## config.mk

```make
export PLATFORM = sky130hd
export DESIGN_NAME = lc3_mem_port_flat
export DESIGN_NICKNAME = d
export VERILOG_FILES = /design/src/rtl/lc3_mem_port_if.sv /design/src/rtl/lc3_mem_port.sv /design/src/flat_wrapper.sv
export SDC_FILE = /design/constraint.sdc
export NUM_CORES = 1
export LEC_CHECK = 0
export ABC_AREA = 1
export BUFFER_PORTS_ARGS = -buffer_cell sky130_fd_sc_hd__buf_2
export CELL_PAD_IN_SITES_DETAIL_PLACEMENT = 0
export CELL_PAD_IN_SITES_GLOBAL_PLACEMENT = 2
export CORE_ASPECT_RATIO = 1.5
export CORE_MARGIN = 1.5
export CORE_UTILIZATION = 25
export DETAILED_ROUTE_END_ITERATION = 10
export GPL_TIMING_DRIVEN = 0
export PLACE_DENSITY = 0.84
export REMOVE_ABC_BUFFERS = 1
export SYNTH_ARGS = -nofsm -noshare
export SYNTH_HDL_FRONTEND = slang
export SYNTH_SLANG_ARGS = --single-unit
```

## constraint.sdc

```tcl
create_clock -name Clk -period 4.1 [get_ports Clk]
set_input_delay 0 -clock Clk [delete_from_list [all_inputs] [get_ports Clk]]
set_output_delay 0 -clock Clk [all_outputs]
set_load 0.01 [all_outputs]
```

## src/rtl/lc3_mem_port_if.sv

```systemverilog
// Bus/SRAM signal bundle between the ISDU-driven datapath and lc3_mem_port.
// Latency: none, wires only.
// Backpressure: none here; the port reports completion with R and holds BUSY during an access.
interface lc3_mem_port_if #(
  parameter int N = 16
);
  logic [N-1:0] BUS;
  logic         LD_MAR;
  logic         LD_MDR;
  logic         MEM_RD;
  logic         MEM_WR;
  logic [N-1:0] MAR;
  logic [N-1:0] MDR;
  logic         R;
  logic         BUSY;
  logic [N-1:0] ADDR;
  logic [N-1:0] Data_to_SRAM;
  logic [N-1:0] Data_from_SRAM;
  logic         CE_N;
  logic         OE_N;
  logic         WE_N;

  // Datapath / control side
  modport master (
    output BUS, LD_MAR, LD_MDR, MEM_RD, MEM_WR, Data_from_SRAM,
    input  MAR, MDR, R, BUSY, ADDR, Data_to_SRAM, CE_N, OE_N, WE_N
  );

  // Memory port side
  modport slave (
    input  BUS, LD_MAR, LD_MDR, MEM_RD, MEM_WR, Data_from_SRAM,
    output MAR, MDR, R, BUSY, ADDR, Data_to_SRAM, CE_N, OE_N, WE_N
  );
endinterface

```

## src/rtl/lc3_mem_port.sv

```systemverilog
// MAR/MDR capture plus single-word SRAM read/write sequencer with WAIT_CYCLES wait states.
// Latency: read R pulse WAIT_CYCLES+1 cycles after request edge, write WAIT_CYCLES+2.
// Backpressure: BUSY high outside IDLE; loads and requests are ignored while BUSY.
// Optional: define LC3_MEM_PORT_ERR_EN to add the sticky ERR protocol-violation flag.
module lc3_mem_port #(
  parameter int N           = 16,
  parameter int WAIT_CYCLES = 2
) (
  input  logic            Clk,
  input  logic            Reset_n,
  lc3_mem_port_if.slave   mp
`ifdef LC3_MEM_PORT_ERR_EN
  ,
  output logic            ERR
`endif
);

  typedef enum logic [2:0] {
    IDLE     = 3'd0,
    RD       = 3'd1,
    WR_SETUP = 3'd2,
    WR_PULSE = 3'd3,
    DONE     = 3'd4
  } state_t;

  localparam logic [3:0] CNT_INIT = 4'(WAIT_CYCLES - 1);

  state_t       state_q;
  state_t       state_n;
  logic [3:0]   cnt_q;
  logic [N-1:0] mar_q;
  logic [N-1:0] mdr_q;

  // Conflicting read+write requests start nothing.
  logic start_rd;
  logic start_wr;
  assign start_rd = (state_q == IDLE) && mp.MEM_RD && !mp.MEM_WR;
  assign start_wr = (state_q == IDLE) && mp.MEM_WR && !mp.MEM_RD;

  // State register
  always_ff @(posedge Clk) begin
    if (!Reset_n) state_q <= IDLE;
    else          state_q <= state_n;
  end

  // Next-state logic
  always_comb begin
    state_n = state_q;
    case (state_q)
      IDLE: begin
        if (start_rd)      state_n = RD;
        else if (start_wr) state_n = WR_SETUP;
      end
      RD:       if (cnt_q == 4'd0) state_n = DONE;
      WR_SETUP: state_n = WR_PULSE;
      WR_PULSE: if (cnt_q == 4'd0) state_n = DONE;
      DONE:     state_n = IDLE;
      default:  state_n = IDLE;
    endcase
  end

  // Wait-state counter: loaded on entry to a timed phase, counts down to 0
  always_ff @(posedge Clk) begin
    if (!Reset_n) begin
      cnt_q <= 4'd0;
    end else begin
      case (state_q)
        IDLE:         if (start_rd) cnt_q <= CNT_INIT;
        WR_SETUP:     cnt_q <= CNT_INIT;
        RD, WR_PULSE: if (cnt_q != 4'd0) cnt_q <= cnt_q - 4'd1;
        default:      cnt_q <= cnt_q;
      endcase
    end
  end

  // MAR/MDR: bus loads only in IDLE, read data captured on the last RD cycle
  always_ff @(posedge Clk) begin
    if (!Reset_n) begin
      mar_q <= '0;
      mdr_q <= '0;
    end else if (state_q == IDLE) begin
      if (mp.LD_MAR) mar_q <= mp.BUS;
      if (mp.LD_MDR) mdr_q <= mp.BUS;
    end else if ((state_q == RD) && (cnt_q == 4'd0)) begin
      mdr_q <= mp.Data_from_SRAM;
    end
  end

  // Outputs decoded from registered state only
  always_comb begin
    mp.CE_N = 1'b1;
    mp.OE_N = 1'b1;
    mp.WE_N = 1'b1;
    mp.R    = 1'b0;
    case (state_q)
      RD: begin
        mp.CE_N = 1'b0;
        mp.OE_N = 1'b0;
      end
      WR_SETUP: mp.CE_N = 1'b0;
      WR_PULSE: begin
        mp.CE_N = 1'b0;
        mp.WE_N = 1'b0;
      end
      DONE:     mp.R = 1'b1;
      default:  ;
    endcase
    mp.BUSY         = (state_q != IDLE);
    mp.MAR          = mar_q;
    mp.MDR          = mdr_q;
    mp.ADDR         = mar_q;
    mp.Data_to_SRAM = mdr_q;
  end

`ifdef LC3_MEM_PORT_ERR_EN
  logic any_strobe;
  logic violation;
  assign any_strobe = mp.LD_MAR | mp.LD_MDR | mp.MEM_RD | mp.MEM_WR;
  assign violation  = ((state_q == IDLE) && mp.MEM_RD && mp.MEM_WR) ||
                      ((state_q != IDLE) && (state_q != DONE) && any_strobe);

  // Sticky violation flag, cleared only by reset
  always_ff @(posedge Clk) begin
    if (!Reset_n)       ERR <= 1'b0;
    else if (violation) ERR <= 1'b1;
  end
`endif

endmodule

```

## src/flat_wrapper.sv

```systemverilog
// flat-port wrapper written by rule: the top's interface ports become plain ports
module lc3_mem_port_flat 
#(
  parameter int N           = 16,
  parameter int WAIT_CYCLES = 2
)
  (Clk, Reset_n, mp_BUS, mp_LD_MAR, mp_LD_MDR, mp_MEM_RD, mp_MEM_WR, mp_Data_from_SRAM, mp_MAR, mp_MDR, mp_R, mp_BUSY, mp_ADDR, mp_Data_to_SRAM, mp_CE_N, mp_OE_N, mp_WE_N);
  lc3_mem_port_if #(.N(N)) mp_i ();
  input  logic Clk;
  input  logic Reset_n;
  input wire logic [$bits(mp_i.BUS)-1:0] mp_BUS;
  input wire logic [$bits(mp_i.LD_MAR)-1:0] mp_LD_MAR;
  input wire logic [$bits(mp_i.LD_MDR)-1:0] mp_LD_MDR;
  input wire logic [$bits(mp_i.MEM_RD)-1:0] mp_MEM_RD;
  input wire logic [$bits(mp_i.MEM_WR)-1:0] mp_MEM_WR;
  input wire logic [$bits(mp_i.Data_from_SRAM)-1:0] mp_Data_from_SRAM;
  output wire logic [$bits(mp_i.MAR)-1:0] mp_MAR;
  output wire logic [$bits(mp_i.MDR)-1:0] mp_MDR;
  output wire logic [$bits(mp_i.R)-1:0] mp_R;
  output wire logic [$bits(mp_i.BUSY)-1:0] mp_BUSY;
  output wire logic [$bits(mp_i.ADDR)-1:0] mp_ADDR;
  output wire logic [$bits(mp_i.Data_to_SRAM)-1:0] mp_Data_to_SRAM;
  output wire logic [$bits(mp_i.CE_N)-1:0] mp_CE_N;
  output wire logic [$bits(mp_i.OE_N)-1:0] mp_OE_N;
  output wire logic [$bits(mp_i.WE_N)-1:0] mp_WE_N;
  assign mp_i.BUS = mp_BUS;
  assign mp_i.LD_MAR = mp_LD_MAR;
  assign mp_i.LD_MDR = mp_LD_MDR;
  assign mp_i.MEM_RD = mp_MEM_RD;
  assign mp_i.MEM_WR = mp_MEM_WR;
  assign mp_i.Data_from_SRAM = mp_Data_from_SRAM;
  assign mp_MAR = mp_i.MAR;
  assign mp_MDR = mp_i.MDR;
  assign mp_R = mp_i.R;
  assign mp_BUSY = mp_i.BUSY;
  assign mp_ADDR = mp_i.ADDR;
  assign mp_Data_to_SRAM = mp_i.Data_to_SRAM;
  assign mp_CE_N = mp_i.CE_N;
  assign mp_OE_N = mp_i.OE_N;
  assign mp_WE_N = mp_i.WE_N;
  lc3_mem_port #(.N(N), .WAIT_CYCLES(WAIT_CYCLES)) u_core (.Clk(Clk), .Reset_n(Reset_n), .mp(mp_i));
endmodule
```

==> reports/metrics.cfg <==
[setup_path]
crit_path_start_kind = register
crit_fanout = 36
timing.rr.start = u_core.state_q[0]
critPathRequiredTime_ps = 4230
reg2reg_slack_ps = 2320
r2r_end = u_core.mp.ADDR[9]
crit_type = reg2reg
worst_setup_path_end_kind = register
r2r_cells = 6
crit_arrival_ps = 1910

[detailed_routing]
wl_met3_microns = 283
wl_met2_microns = 2830
drc = 0
vias = 2026
vias_per_cell = 4.09
totalWireLength_microns = 5500
m1WireLength_microns = 2330
dr.pass1.iters = 4
top_layer = met4
routedWlPerCell_microns = 11.1
drt_iter0_drc = 54
postRouteAntennaNets = 0

[global_route]
overflow = 0
antenna_found_initial = 0
track_usage = 0.123
grt_pass1_vias = 1964
grt_max_degree = 37
grt_first_pass_wirelength_microns = 8900

[timing]
slew_viol_final = 0
setup_tns_ps = 0
fin_crit_sh = 0.434
rsz0062_at_grt = no
setup_viol = 0
max_slew_margin = 0.522
max_freq_mhz = 562
fin_ws_ps = 2320
worst_clock_skew_ps = 3.21
tightest_slew_ps = 716
hold_viol_final = 0
post-route-min-period_ps = 1780

[power]
power.density_nw_per_um2 = 812
vdd_drop_max_mv = 0.272
fin_total_pwr_mw = 2.20
p_leak_nw = 1.48

[yosys]
netlist_area_sq_um = 2150
avgSynthCellArea_sq_um = 6.74
synth.top_cell.area_share = 0.363
ys_seq_area_frac = 0.363
synth_area_leaders = dfxtp_1 36%, nand2_1 18%, buf_4 11%, nor2_1 8.2%, nand3_1 5.6%
ys_types = 22
yosysWarnings = 0
ys_ff_latch = 39
synthCells = 319
synth_top_cell_by_area = dfxtp_1

[layout]
final_common_cell = buf_2
drive_gt1_frac = 0.317
seq_area_sq_um = 781
final_cell_mix = 106 x buf_2, 105 x nand2_1, 47 x nor2_1
multi_input_comb_area_sq_um = 996
syn_to_final_growth_pct = 25.9
n_antenna_cell = 0
fillers = 950
nNetsFinal = 426

[cts]
cts_setup_buffers = 0
clk_latency_ps = 280
cts_tree = yes
path_clk_slew_ps = 60
cts_inserted_buffers = 5
cts_max_path_buffers = 2
htreeDepth = 2
cts.sinks = 39
root_buffer = clkbuf_16

[place]
io_buffers = 106
place.gp.congestion = 0.773
dp.final_hpwl_microns = 4220
place_ws_ps = 2280

[die]
num_io_pins = 107
num_rows = 41
fp.dieArea_sq_um = 9170
core_area_sq_um = 8360
die_w_microns = 78.7
initial_core_util = 0.257
die_h_microns = 117

[run_status]
outcome = finished clean

[min_path]
min_path_cells = 3
hold_start = mp_BUS[1]
hold_path_class = in2reg
holdPathEnd = u_core.mp.ADDR[1]

[flow_run]
cap_violations = 0

-- routing by layer --
metal | global-route usage | up-vias
met3 | 0.0281 | 4
met2 | 0.231 | 57
li1 | - | 1095
met1 | 0.139 | 870
met5 | 0 | -
met4 | 0.0321 | 0
-- worst max path at each step --
stage	start	slack (ps)	cells past startpoint	endpoint
finish	u_core.state_q[0]	2320	6	u_core.mp.ADDR[9]
global route	u_core.state_q[0]	2110	6	u_core.mp.ADDR[4]
CTS	u_core.state_q[0]	2270	6	u_core.mp.ADDR[9]
detailed placement	u_core.state_q[0]	2280	6	u_core.mp.ADDR[7]
global placement	u_core.state_q[0]	2280	6	u_core.mp.ADDR[12]
floorplan	u_core.state_q[0]	2680	6	u_core.mp.ADDR[0]
-- kinds of logic (layout without fill, tap and decap cells) --
family	after synthesis	count (layout)	share of synthesized area
AOI/OAI and AO/OA	17	17	0.0396
xor gates and xnor gates	1	1	0.00408
adders and majority gates	1	1	0.00582
buffers and inverters	61	130	0.173
DFF	39	39	0.363
and+or+nand+nor	200	200	0.414
-- critical path: stages (launching register included) --
cell     delay [ps]
dfxtp_1         350
inv_2           110
nand2_4          80
nor2_8          370
nand2_1         470
nand2_1         170
a21oi_1          70
-- Yosys cell counts (all sizes together) --
cell,n
nand2,108
nor2,48
buf,42
dfxtp,39
nand3,24
a21oi,17
nand3b,16
inv,14
clkbuf,5
nor3,2
and2,1
ha,1
nand4,1
xor2,1
-- report_power, final --
group | internal (mW) | leakage, nW | total (mW) | switching (mW)
Combinational | 0.415 | 1.07 | 1.08 | 0.669
Sequential | 0.512 | 0.321 | 0.611 | 0.0987
Clock | 0.348 | 0.0900 | 0.502 | 0.153
Total | 1.28 | 1.48 | 2.20 | 0.921
-- timing repair --
action	4_1_cts	5_1_grt
hold buffers	2	0
gates resized for setup	0	0
endpoints found under the hold margin	2	0
-- area by class of cell --
class,count,share of cell area
flip-flops and latches,39,0.288
repair buffers,108,0.203
clock inverters,3,0.0250
multi-input cells,219,0.368
clock buffers,5,0.0462
well taps,107,0.0495
inverters,14,0.0194
-- sequential cells by signal, summed over array words and instances, names as in the netlist --
register	count
u_core.mp.ADDR	16
u_core.mp.Data_to_SRAM	16
u_core.cnt_q	4
u_core.state_q	3
-- through the flow --
step	cells	utilization	area, sq um	hold WS (ps)
floorplan	272	-	1830	120
global placement	485	0.298	2490	291
detailed placement	485	0.298	2490	292
CTS	495	0.324	2710	0.0243
global route	495	0.324	2710	13.0
finish	495	0.324	2710	4.68
Power figures use the tool's default switching activity.
